===== config.mk =====
export PLATFORM = sky130hd
export DESIGN_NAME = clock_time_setter
export DESIGN_NICKNAME = d
export VERILOG_FILES = /design/src/rtl/clock_pkg.sv /design/src/rtl/clock_field_counter.sv /design/src/rtl/clock_time_setter.sv
export SDC_FILE = /design/constraint.sdc
export NUM_CORES = 1
export LEC_CHECK = 0
export CAP_MARGIN = 10
export CORE_ASPECT_RATIO = 1.75
export CORE_MARGIN = 5
export CORE_UTILIZATION = 54
export DETAILED_ROUTE_END_ITERATION = 16
export PLACE_DENSITY = 0.81
export SYNTH_ARGS = -nofsm -noshare
export SYNTH_HDL_FRONTEND = slang
export SYNTH_SLANG_ARGS = --single-unit

===== constraint.sdc =====
create_clock -name clk -period 2.1 [get_ports clk]
set_input_delay 0.42 -clock clk [delete_from_list [all_inputs] [get_ports clk]]
set_output_delay 0.42 -clock clk [all_outputs]
set_load 0.05 [all_outputs]

===== src/rtl/clock_pkg.sv =====
// Shared definitions for the HH:MM:SS timekeeper.
//   state_e      : controller state; its code doubles as the field_sel value
//   MAX_* / *_W  : field limits and register widths
//   field_right / field_left : cyclic field navigation in set mode
package clock_pkg;

  typedef enum logic [1:0] {
    RUN    = 2'd0,
    SET_HH = 2'd1,
    SET_MM = 2'd2,
    SET_SS = 2'd3
  } state_e;

  localparam int MAX_HOUR = 23;
  localparam int MAX_MIN  = 59;
  localparam int MAX_SEC  = 59;
  localparam int HOUR_W   = 5;
  localparam int MIN_W    = 6;
  localparam int SEC_W    = 6;

  // HH -> MM -> SS -> HH
  function automatic state_e field_right(input state_e s);
    state_e r;
    case (s)
      SET_HH:  r = SET_MM;
      SET_MM:  r = SET_SS;
      default: r = SET_HH;
    endcase
    return r;
  endfunction

  // HH -> SS -> MM -> HH
  function automatic state_e field_left(input state_e s);
    state_e r;
    case (s)
      SET_HH:  r = SET_SS;
      SET_SS:  r = SET_MM;
      default: r = SET_HH;
    endcase
    return r;
  endfunction

endpackage


===== src/rtl/clock_field_counter.sv =====
// Wrapping field register for one time field (hours, minutes or seconds).
//   clk, reset : clock, asynchronous active-high reset (value -> 0)
//   inc, dec   : step up / down with wrap; inc wins if both are set
//   value      : registered field value, always 0..MAX
//   carry_out  : combinational, high when inc is applied at MAX
module clock_field_counter #(
  parameter int MAX = 59,
  parameter int W   = 6
) (
  input  logic         clk,
  input  logic         reset,
  input  logic         inc,
  input  logic         dec,
  output logic [W-1:0] value,
  output logic         carry_out
);

  localparam logic [W-1:0] MAX_V = W'(MAX);

  logic [W-1:0] value_q, value_d;

  // Explicit compare-to-limit keeps the register in range without modulo.
  always_comb begin
    value_d = value_q;
    if (inc) begin
      value_d = (value_q == MAX_V) ? '0 : value_q + 1'b1;
    end else if (dec) begin
      value_d = (value_q == '0) ? MAX_V : value_q - 1'b1;
    end
  end

  always_ff @(posedge clk or posedge reset) begin
    if (reset) value_q <= '0;
    else       value_q <= value_d;
  end

  assign value     = value_q;
  assign carry_out = inc && (value_q == MAX_V);

endmodule


===== src/rtl/clock_time_setter.sv =====
// 24-hour HH:MM:SS timekeeper with run / set modes, driven by one-cycle
// button pulses.
//   clk, reset               : clock, asynchronous active-high reset
//   pulseU/D/L/R/C           : one-cycle up/down/left/right/mode requests
//   hours, minutes, seconds  : current time (binary)
//   set_mode                 : high in any SET state
//   field_sel                : 0=RUN, 1=HH, 2=MM, 3=SS
//   blink                    : blink phase for the selected field, 0 in RUN
//   sec_tick                 : one-cycle pulse when seconds advance in RUN
//
// state  | meaning
// RUN    | time advances once per TICK_DIV cycles, only C is honoured
// SET_HH | time frozen, U/D edit hours
// SET_MM | time frozen, U/D edit minutes
// SET_SS | time frozen, U/D edit seconds
module clock_time_setter
  import clock_pkg::*;
#(
  parameter int TICK_DIV  = 100_000_000,
  parameter int BLINK_DIV = 25_000_000
) (
  input  logic              clk,
  input  logic              reset,
  input  logic              pulseU,
  input  logic              pulseD,
  input  logic              pulseL,
  input  logic              pulseR,
  input  logic              pulseC,
  output logic [HOUR_W-1:0] hours,
  output logic [MIN_W-1:0]  minutes,
  output logic [SEC_W-1:0]  seconds,
  output logic              set_mode,
  output logic [1:0]        field_sel,
  output logic              blink,
  output logic              sec_tick
);

  localparam int TICK_W  = $clog2(TICK_DIV);
  localparam int BLINK_W = $clog2(BLINK_DIV);
  localparam logic [TICK_W-1:0]  TICK_LAST  = TICK_W'(TICK_DIV - 1);
  localparam logic [BLINK_W-1:0] BLINK_LAST = BLINK_W'(BLINK_DIV - 1);

  state_e             state_q, state_d;
  logic [TICK_W-1:0]  tick_cnt_q, tick_cnt_d;
  logic [BLINK_W-1:0] blink_cnt_q, blink_cnt_d;
  logic               blink_q, blink_d;
  logic               sec_tick_q, sec_tick_d;
  logic               set_mode_q, set_mode_d;

  // One action per cycle, priority C > U > D > R > L.
  logic act_u, act_d, act_r, act_l;
  assign act_u = pulseU & ~pulseC;
  assign act_d = pulseD & ~pulseC & ~pulseU;
  assign act_r = pulseR & ~pulseC & ~pulseU & ~pulseD;
  assign act_l = pulseL & ~pulseC & ~pulseU & ~pulseD & ~pulseR;

  logic in_run, tick_wrap, run_adv;
  assign in_run    = (state_q == RUN);
  assign tick_wrap = in_run && (tick_cnt_q == TICK_LAST);
  // A mode change on the wrap cycle suppresses the second advance.
  assign run_adv   = tick_wrap & ~pulseC;

  logic sec_inc, sec_dec, min_inc, min_dec, hr_inc, hr_dec;
  logic sec_carry, min_carry, hr_carry_unused;

  // Carries only ripple in RUN; set-mode edits stay inside their field.
  assign sec_inc = run_adv | ((state_q == SET_SS) & act_u);
  assign sec_dec = (state_q == SET_SS) & act_d;
  assign min_inc = (in_run & sec_carry) | ((state_q == SET_MM) & act_u);
  assign min_dec = (state_q == SET_MM) & act_d;
  assign hr_inc  = (in_run & min_carry) | ((state_q == SET_HH) & act_u);
  assign hr_dec  = (state_q == SET_HH) & act_d;

  clock_field_counter #(.MAX(MAX_SEC), .W(SEC_W)) u_sec (
    .clk       (clk),
    .reset     (reset),
    .inc       (sec_inc),
    .dec       (sec_dec),
    .value     (seconds),
    .carry_out (sec_carry)
  );

  clock_field_counter #(.MAX(MAX_MIN), .W(MIN_W)) u_min (
    .clk       (clk),
    .reset     (reset),
    .inc       (min_inc),
    .dec       (min_dec),
    .value     (minutes),
    .carry_out (min_carry)
  );

  clock_field_counter #(.MAX(MAX_HOUR), .W(HOUR_W)) u_hr (
    .clk       (clk),
    .reset     (reset),
    .inc       (hr_inc),
    .dec       (hr_dec),
    .value     (hours),
    .carry_out (hr_carry_unused)
  );

  always_comb begin
    state_d     = state_q;
    tick_cnt_d  = tick_cnt_q;
    blink_cnt_d = blink_cnt_q;
    blink_d     = blink_q;
    sec_tick_d  = 1'b0;

    case (state_q)
      RUN: begin
        blink_d     = 1'b0;
        blink_cnt_d = '0;
        if (pulseC) begin
          state_d    = SET_HH;
          tick_cnt_d = '0;
          blink_d    = 1'b1;
        end else if (tick_wrap) begin
          tick_cnt_d = '0;
          sec_tick_d = 1'b1;
        end else begin
          tick_cnt_d = tick_cnt_q + 1'b1;
        end
      end
      default: begin
        tick_cnt_d = '0;
        if (pulseC) begin
          // Counter restarts so the first tick lands TICK_DIV cycles later.
          state_d     = RUN;
          blink_d     = 1'b0;
          blink_cnt_d = '0;
        end else if (act_r | act_l) begin
          state_d     = act_r ? field_right(state_q) : field_left(state_q);
          blink_d     = 1'b1;
          blink_cnt_d = '0;
        end else if (blink_cnt_q == BLINK_LAST) begin
          blink_d     = ~blink_q;
          blink_cnt_d = '0;
        end else begin
          blink_cnt_d = blink_cnt_q + 1'b1;
        end
      end
    endcase

    set_mode_d = (state_d != RUN);
  end

  always_ff @(posedge clk or posedge reset) begin
    if (reset) begin
      state_q     <= RUN;
      tick_cnt_q  <= '0;
      blink_cnt_q <= '0;
      blink_q     <= 1'b0;
      sec_tick_q  <= 1'b0;
      set_mode_q  <= 1'b0;
    end else begin
      state_q     <= state_d;
      tick_cnt_q  <= tick_cnt_d;
      blink_cnt_q <= blink_cnt_d;
      blink_q     <= blink_d;
      sec_tick_q  <= sec_tick_d;
      set_mode_q  <= set_mode_d;
    end
  end

  assign field_sel = state_q;
  assign set_mode  = set_mode_q;
  assign blink     = blink_q;
  assign sec_tick  = sec_tick_q;

endmodule


== Word-level counts from Yosys, hierarchy flattened ==
Index checks and enable logic that the tools add are counted.
Word-level totals
  bits in registers: 74
  input port bits: 7
  output and inout bits: 22
  logic and storage cells: 99
Cells by class
  add/sub/neg operators: 8
  eq/ne operators: 8
  mux-type cells: 34
  bitwise gates (word level): 28
  reduce and logical (&&, ||, !) cells: 12
Operators by type and width (count)
  $mux W25: 4
  $mux W27: 3
  $mux W6: 8
  $add A27 B1 Y27 const B: 1
  $eq A27 B27 Y1 const B: 1
  $add A25 B1 Y25 const B: 1
  $eq A25 B25 Y1 const B: 1
  $mux W5: 4
  $and A1 B1 Y1: 19
  $add A6 B1 Y6 const B: 2
  $eq A6 B6 Y1 const B: 2
  $logic_not A6 Y1: 2
  $sub A6 B1 Y6 const B: 2
  $mux W2: 5
  $mux W1: 8
  $pmux W2 S2: 2
  $reduce_bool A2 Y1: 4
  $add A5 B1 Y5 const B: 1
  $eq A5 B5 Y1 const B: 1
  $logic_not A5 Y1: 1
  $not A1 Y1: 5
  $sub A5 B1 Y5 const B: 1
  $eq A2 B2 Y1 const B: 2
  $or A1 B1 Y1: 4
  4 further kinds: 6

== Depth between registers and ports, before layout ==
Gate-level depths: netlist (run 1).
  depth in word-level cells: 11
  depth in mapped cells: 8
  mapped depth without buffers: 8

== By module ==
From an unflattened synthesis (run 1), not the netlist that was laid out.
Second synthesis, totals
  cell total of the unflattened synthesis: 517
  area, all modules: 4682.0 um2
Modules (own cells, without submodules)
  clock_time_setter: times used 1, cells each 336, area an instance 3183.1 um2, seq. area each 1426.4 um2
  clock_field_counter (u_min ...): times used 2, cells each 70, area an instance 555.5 um2, seq. area each 150.1 um2
  clock_field_counter (u_hr): times used 1, cells each 41, area an instance 387.9 um2, seq. area each 125.1 um2

== Least setup slack after synthesis (run 1) ==
Ideal clock, no wire load.
  path type: reg2reg
  start: register state_q[0], in the netlist field_sel[0]
  end: register u_min.value_q[2], in the netlist u_min.value[2]
  library setup time: 138 ps
  arrival: 2420 ps
  data required time: 1962 ps
  slack: -459 ps
  stages on the path, launching flop included: 8
  path buffers: 0
  period minus slack after synthesis: 2559 ps
  cell sequence: dfrtp_1 inv_1 ha_1 or3b_2 nor4_1 nand4_1 nand2_1 mux4_2
Between the ends
  longest elaborated chain between the ends: 8
  elaborated cells on any way between the ends: 14
  classes of those cells: eq/ne (2); mux (1); bitwise (7); reduce/logical (4)
RTL lines
  start, declared: RTL line clock_time_setter.sv:43  | state_e state_q, state_d;
  start signal, assigned: RTL line clock_time_setter.sv:155  | state_q <= state_d;
  $logic_not A2 Y1: RTL line clock_time_setter.sv:58  | assign in_run = (state_q == RUN);
  $logic_and A1 B1 Y1: RTL line clock_time_setter.sv:59  | assign tick_wrap = in_run && (tick_cnt_q == TICK_LAST);
  $and A1 B1 Y1: RTL line clock_time_setter.sv:61  | assign run_adv = tick_wrap & ~pulseC;
  $or A1 B1 Y1: RTL line clock_time_setter.sv:67  | assign sec_inc = run_adv | ((state_q == SET_SS) & act_u);
  $logic_and A1 B1 Y1: RTL line clock_field_counter.sv:38  | assign carry_out = inc && (value_q == MAX_V);
  $and A1 B1 Y1: RTL line clock_time_setter.sv:69  | assign min_inc = (in_run & sec_carry) | ((state_q == SET_MM) & act_u);
  $or A1 B1 Y1: RTL line clock_time_setter.sv:69
  $mux W6 or $reduce_bool A2 Y1 (tied branches)
  end signal, assigned: RTL line clock_field_counter.sv:34  | else value_q <= value_d;
  end, declared: RTL line clock_field_counter.sv:20  | logic [W-1:0] value_q, value_d;
Several ways; a longest one is shown, not always the timed one.
A chain may end at the register's enable or synchronous reset.

== Final worst setup path (run 1) ==
  start: register tick_cnt_q[11]
  end: register u_sec.value_q[2], in the netlist u_sec.value[2]
Between the ends
  longest elaborated chain between the ends: 5
  elaborated cells on any way between the ends: 6
  classes of those cells: eq/ne (1); mux (1); bitwise (2); reduce/logical (2)
RTL lines
  start, declared: RTL line clock_time_setter.sv:44  | logic [TICK_W-1:0] tick_cnt_q, tick_cnt_d;
  start signal, assigned: RTL line clock_time_setter.sv:156  | tick_cnt_q <= tick_cnt_d;
  $eq A27 B27 Y1 (*): RTL line clock_time_setter.sv:59
  $logic_and A1 B1 Y1 (*): RTL line clock_time_setter.sv:59
  $and A1 B1 Y1 (*): RTL line clock_time_setter.sv:61
  $or A1 B1 Y1 (*): RTL line clock_time_setter.sv:67
  $mux W6 or $reduce_bool A2 Y1 (tied branches)
  end signal, assigned: RTL line clock_field_counter.sv:34
  end, declared: RTL line clock_field_counter.sv:20
Every way passes the cells marked *; elsewhere a longest branch is shown, timed or not.

==> results of run 1 <==
-- per-layer routing --
metal | track usage | vias up
li1 | - | 2005
met1 | 0.261 | 2063
met2 | 0.416 | 133
met3 | 0.0370 | 49
met4 | 0.134 | 0
met5 | 0 | -
-- critical path: stages, from the launching register on --
cell and delay, ns:
dfrtp_1 0.38, or4b_4 0.56, nor4_4 0.28, buf_4 0.16, nand3_2 0.12, inv_2 0.13
nor2_4 0.04, mux4_2 0.40
-- power groups by stage --
stage	registers, mW	clock network [mW]	logic [mW]
floorplan	2.19	0	0.705
global placement	1.77	0	1.70
detailed placement	1.78	0	1.75
CTS	1.76	1.69	1.77
global route	1.79	1.74	1.96
finish	1.77	1.67	1.83
-- stage by stage --
stage / TNS (ns) / util / power (mW) / std cells
floorplan: -0.528 / - / 2.89 / 505
global placement: -1.86 / 0.657 / 3.47 / 680
detailed placement: -3.08 / 0.657 / 3.53 / 680
CTS: -0.233 / 0.707 / 5.22 / 701
global route: -0.803 / 0.722 / 5.49 / 705
finish: -0.354 / 0.722 / 5.27 / 705
-- flip-flops by register name, indices dropped and copies added, names as in the netlist --
name	flops
tick_cnt_q	27
blink_cnt_q	25
u_min.value	6
u_sec.value	6
u_hr.value	5
field_sel	2
blink	1
sec_tick	1
set_mode	1
-- what timing repair did --
item | in CTS | in global routing
buffers inserted | 5 | 5
pin swaps | 3 | 6
endpoints found under the setup margin | 12 | 20
endpoints found under the hold margin | 0 | 0
gates resized for setup | 14 | 27
-- layout by cell type, fill, tap and decap left out, types with 5 or more instances in the layout --
master | netlist | final
xnor2_1 | 24 | 24
mux2i_1 | 5 | 5
and4_1 | 8 | 6
nor2b_1 | 5 | 5
nor4_1 | 11 | 8
o21ai_0 | 7 | 7
dfrtp_2 | 0 | 6
xor2_1 | 28 | 28
nand4_1 | 22 | 22
clkbuf_16 | 0 | 9
nor2_1 | 92 | 91
and2_1 | 5 | 5
a21oi_1 | 10 | 8
and3_1 | 13 | 13
nand3_1 | 33 | 32
nand2_1 | 26 | 25
a31oi_1 | 7 | 6
clkdlybuf4s50_1 | 0 | 16
nor3_1 | 9 | 9
ha_1 | 14 | 11
inv_1 | 28 | 25
buf_4 | 0 | 82
dfrtp_1 | 74 | 68
-- worst paths after layout --
kind                           startpoint             end  slack, ns  cells after the start
max                        tick_cnt_q[11]  u_sec.value[2]       -0.1                      7
max in group asynchronous           reset  u_min.value[5]       1.10                      3
min reg2reg                 tick_cnt_q[0]   tick_cnt_q[0]       0.46                      1
min in group clk            tick_cnt_q[0]   tick_cnt_q[0]       0.46                      1
min                                 reset  u_min.value[2]       0.38                      2
max reg2reg                tick_cnt_q[11]  u_sec.value[2]       -0.1                      7
-- final cells by class --
class                           instances  area share
Multi-Input combinational cell        385       0.443
Tap cell                               92      0.0193
Inverter                               29      0.0189
Sequential cell                        74       0.312
Clock buffer                           12      0.0413
Clock inverter                          4      0.0126
Timing Repair Buffer                  109       0.153
-- logic make-up after synthesis --
| kind of cell | after synthesis | share of synthesized area |
|---|---|---|
| AND/OR/NAND/NOR | 253 | 0.294 |
| multiplexers | 10 | 0.0285 |
| AO/OA/AOI/OAI | 56 | 0.0873 |
| buffers and inverters | 46 | 0.0420 |
| XOR/XNOR | 52 | 0.101 |
| flip-flops | 74 | 0.409 |
| adder cells (fa/ha/maj) | 14 | 0.0387 |
==> results.md, run 1 <==
- Design Area, Final: 5960 um2
- Die Y-Extent: 131 um
- Worst skew pair latency: ~0.34 ns
- Failing checks: negative setup slack
- Final net count: approximately 630
- Die X: roughly 80 um
- Post-synth top area cell: dfrtp_1
- Rel. slew slack: 0.651
- CTS tree: built
- Type of element launching the critical path: register
- PortBufs: 28
- Core area: 8260 um2
- CTS Buf Count: 9
- Pin count of the biggest net entering global routing: 65
- WL met2: 6410 um
- Final setup viols: 5
- Sw power: 1.94 mW
- Setup crit end kind: register
- Post-synth top area share: 0.409
- Gate power share: 0.347
- WL/cell: roughly 17 um
- Ant. Diodes: 0
- # hold bufs at CTS: 0
- Multi-input logic area: 2640 um2
- Status: complete, but fails checks
- Vias/cell: 6.03
- Area after DPL: 5420 um2
- Max frequency: roughly 0.45 GHz
- Top Metal Used: met4
- Num Clock Sinks: 74
- Worst Max-Slew Pin Slew: ~0.52 ns
- First-pass GRT wire length: 19900 um
- Pre-CTS setup slack: -0.239 ns
- GPL Wtd Cong: 0.881
- Peak VDD IR: 0.502 mV
- Post-route antenna net violation count: 0
- YS warnings: 0
- Initial antenna violation count: 0
- Sequential share of power: 0.336
- Flops & latches, synth: between 70 and 80
- Global Route Usage Sum: 0.235
- Starting Density: 0.548
- Overflow after GRT: 0
- Met3 WL post-DR: 514 um
- CP required: 2.31 ns
- Die ar.: 10400 um2
- Arr. time, crit path: around 2.4 ns
- I/O Pins: 29
- CTS root buf: clkbuf_16
- Max-cap violations: 0
- Cell Rows: 44
- Vias in the first global route: 4321
- Pleak: about 2.6 nW
- Clock Path Buffers: 2
- Min Hold Slack: 0.381 ns
- Detailed Route WL: about 12000 um
- HPWL after detailed placement: 8180 um
- Main synth FF type: dfrtp_1
- Setup Skew: 0.00849 ns
- Post-Syn Instances: 505
- Ratio of cells with drive above 1 in the final layout: 0.251
- Drt first pass iters: 5
- First-iteration detailed-routing DRC count: 240
- Post-route minimum period: ~2.2 ns
- Seq/Total Area, Yosys: 0.409
- Critical path peak fanout: 2
- # DRC: 0
- Switch share: 0.368
- Syn Nets: 526
- Hold Crit Class: input port to asynchronous set/reset pin
- Syn avg cell area: between 8 and 9 um2
- Commonest cells post-synth: nor2_1 (92), dfrtp_1 (74), nand3_1 (33)
- Power Dens Cells: ~880 nW/um2
- FFs w/ async S/R, synth: 1.00
- Setup CP Type: register to register
- DRT met1 WL: 4490 um
- Fillcell total: roughly 560
- Layout area overhead: 31.7%
- Post-synth EDFFs: 0
- P_int: between 3 and 4 mW
- Post-synthesis instance area: 4530 um2
- Detailed-route via count: 4250
- Area contributors post-synth: dfrtp_1 (41%), nor2_1 (7.6%), xor2_1 (5.4%)
- Reg area: roughly 1900 um2
- Tcrit/Tclk final: 1.05
- RSZ-0062 raised after global routing: yes
- Final Worst Setup Slack: -0.0997 ns
- # H-tree levels: 3
- Max-slew violation count: 0
- Worst-path clk slew: 0.06 ns
- Fin. Hold Viols: 0
- Count leader, synth: nor2_1
- Part of the power in the clock network: 0.316
- Post-synth cell types: 65
Note: power is estimated with default switching activity, not from simulation.
==> inputs of run 2 (changes only) <==
--- a/config.mk
+++ b/config.mk
@@ -8,9 +8,10 @@
 export CAP_MARGIN = 10
 export CORE_ASPECT_RATIO = 1.75
 export CORE_MARGIN = 5
-export CORE_UTILIZATION = 54
+export CORE_UTILIZATION = 44
 export DETAILED_ROUTE_END_ITERATION = 16
-export PLACE_DENSITY = 0.81
+export DONT_BUFFER_PORTS = 1
+export PLACE_DENSITY = 0.65
 export SYNTH_ARGS = -nofsm -noshare
 export SYNTH_HDL_FRONTEND = slang
 export SYNTH_SLANG_ARGS = --single-unit
==> constraint.sdc (replaced) <==
create_clock -name clk -period 2.1 [get_ports clk]
set_input_delay 0.315 -clock clk [delete_from_list [all_inputs] [get_ports clk]]
set_output_delay 0.315 -clock clk [all_outputs]
set_load 0.05 [all_outputs]
==> results.md, run 2 (synthesized netlist as in run 1, its figures left out) <==
- First-pass GRT wire length: 19200 um
- Final setup viols: 2
- Die Y-Extent: 144 um
- Overflow after GRT: 0
- Ratio of cells with drive above 1 in the final layout: 0.221
- Core area: about 10000 um2
- Critical path peak fanout: 2
- Worst-path clk slew: 0.06 ns
- First-iteration detailed-routing DRC count: between 150 and 200
- Vias/cell: 5.73
- Pleak: 2.37 nW
- CP required: 2.30 ns
- GPL Wtd Cong: 0.889
- Final net count: ~590
- Tcrit/Tclk final: 1.02
- Rel. slew slack: 0.643
- Min Hold Slack: 0.0503 ns
- HPWL after detailed placement: around 8300 um
- Drt first pass iters: 5
- Post-route antenna net violation count: 0
- Num Clock Sinks: 74
- CTS tree: built
- Detailed Route WL: 11300 um
- PortBufs: 0
- Final Worst Setup Slack: -0.0435 ns
- Peak VDD IR: 0.782 mV
- Starting Density: 0.445
- # DRC: 0
- Cells along the critical path: or4b_4 -> nor4_4 -> nand4_1 -> nand2_2 -> mux4_2
- Die X: a little under 90 um
- Fin. Hold Viols: 0
- Top Registers: tick_cnt_q (27), blink_cnt_q (25)
- Clock Path Buffers: 2
- # H-tree levels: 3
- Setup Skew: between 0.006 and 0.007 ns
- Slowest CP cell: or4b_4
- I/O Pins: 29
- Worst Max-Slew Pin Slew: 0.536 ns
- Max reg flops: 27
- Pin count of the biggest net entering global routing: 44
- Max-cap violations: 0
- CTS Buf Count: 9
- Cell Rows: 49
- Detailed-route via count: roughly 4000
- Ant. Diodes: 0
- Setup crit end kind: register
- CTS root buf: clkbuf_16
- Commonest non-fill, non-tap cells in the layout: nor2_1 (90), dfrtp_1 (70), buf_4 (60)
- Die ar.: 12500 um2
- Most flops, register: tick_cnt_q
- Arr. time, crit path: approximately 2.4 ns
- Power Dens Cells: 903 nW/um2
- Most common cell after layout, fill and taps aside: nor2_1
- Global Route Usage Sum: 0.193
- Failing checks: negative setup slack
- Crit-path max cell delay: 0.56 ns
- Vias in the first global route: about 4100
- Initial antenna violation count: 0
- Max frequency: 0.467 GHz
- Layout area overhead: 23.0%
- Post-route minimum period: 2.14 ns
- Total Neg Setup Slack: -0.0698 ns
- Hold Crit Class: input port to register
- Type of element launching the critical path: register
- WL/cell: 16.2 um
- Max-slew violation count: 0
- RSZ-0062 raised after global routing: yes
- Status: complete, but fails checks
- Setup CP Type: register to register
- Worst skew pair latency: 0.33 ns
## run 2: changes by cell type in the layout (fill, tap and decap cells not counted), moves of 3 or more
cell,before,now
buf_4,82,60
clkdlybuf4s50_1,16,0
clkinv_4,0,3
dlygate4sd2_1,3,0
dlymetal6s2s_1,3,0
## run 2: worst max-delay path, delay by kind of cell, from the launching register on
family | cells | cell delay (ns)
flops | 1 | 0.37
mux | 1 | 0.49
simple gates | 4 | 1.16
## run 2: final timing paths
path	from	end	slack, ns	depth (start not counted)
max	tick_cnt_q[25]	u_min.value[2]	-0.04	5
min	pulseC	blink_cnt_q[4]	0.05	1
max reg2reg	tick_cnt_q[25]	u_min.value[2]	-0.04	5
min reg2reg	tick_cnt_q[0]	tick_cnt_q[0]	0.47	1
max in group asynchronous	reset	field_sel[1]	1.13	3
min in group asynchronous	reset	u_sec.value[0]	0.35	2
## run 2: timing repair
action | in CTS | in global routing
hold buffers | 1 | 0
gates cloned | 0 | 0
pin swaps | 3 | 3
hold endpoints to repair | 45 | 0
setup buffers | 0 | 3
endpoints found under the setup margin | 6 | 15
gates resized for setup | 6 | 18
## run 2: cell type report
cell class,instances,area (um2)
Timing Repair Buffer,65,532
Multi-Input combinational cell,385,2600
Fill cell,929,4610
Sequential cell,74,1860
Tap cell,127,159
Clock inverter,6,66.3
Inverter,29,113
Clock buffer,10,239
## run 2: power breakdown
group	internal [mW]	switching (mW)	total (mW)
sequential	1.56	0.177	1.74
combinational	0.590	1.13	1.72
clock	0.954	0.608	1.56
## run 2: metal layers
layer / track usage / up-vias / wire [um]
met5: 0 / - / 0
met4: 0.0985 / 0 / 359
met3: 0.0268 / 29 / 341
met2: 0.347 / 82 / 6150
met1: 0.218 / 1966 / 4440
li1: - / 1911 / -
## run 2: stage by stage
stage | area [um2] | setup WS (ns) | power [mW] | instances | utilization
final | 5570 | -0.0435 | 5.03 | 696 | 0.547
after global routing | 5570 | -0.133 | 5.28 | 696 | 0.547
after global placement | 5130 | -0.0123 | 3.38 | 676 | 0.504
after detailed placement | 5130 | -0.0576 | 3.41 | 676 | 0.504
after floorplan | 4560 | -0.159 | 2.89 | 505 | -
after CTS | 5480 | -0.0268 | 5.00 | 693 | 0.538
==> inputs of run 3 (changes only) <==
--- a/config.mk
+++ b/config.mk
@@ -11,6 +11,7 @@
 export CORE_UTILIZATION = 44
 export DETAILED_ROUTE_END_ITERATION = 16
 export DONT_BUFFER_PORTS = 1
+export GPL_ROUTABILITY_DRIVEN = 1
 export PLACE_DENSITY = 0.65
 export SYNTH_ARGS = -nofsm -noshare
 export SYNTH_HDL_FRONTEND = slang
==> results of run 3 <==
No change in the layout: final DEF, timing and power equal those of run 2.
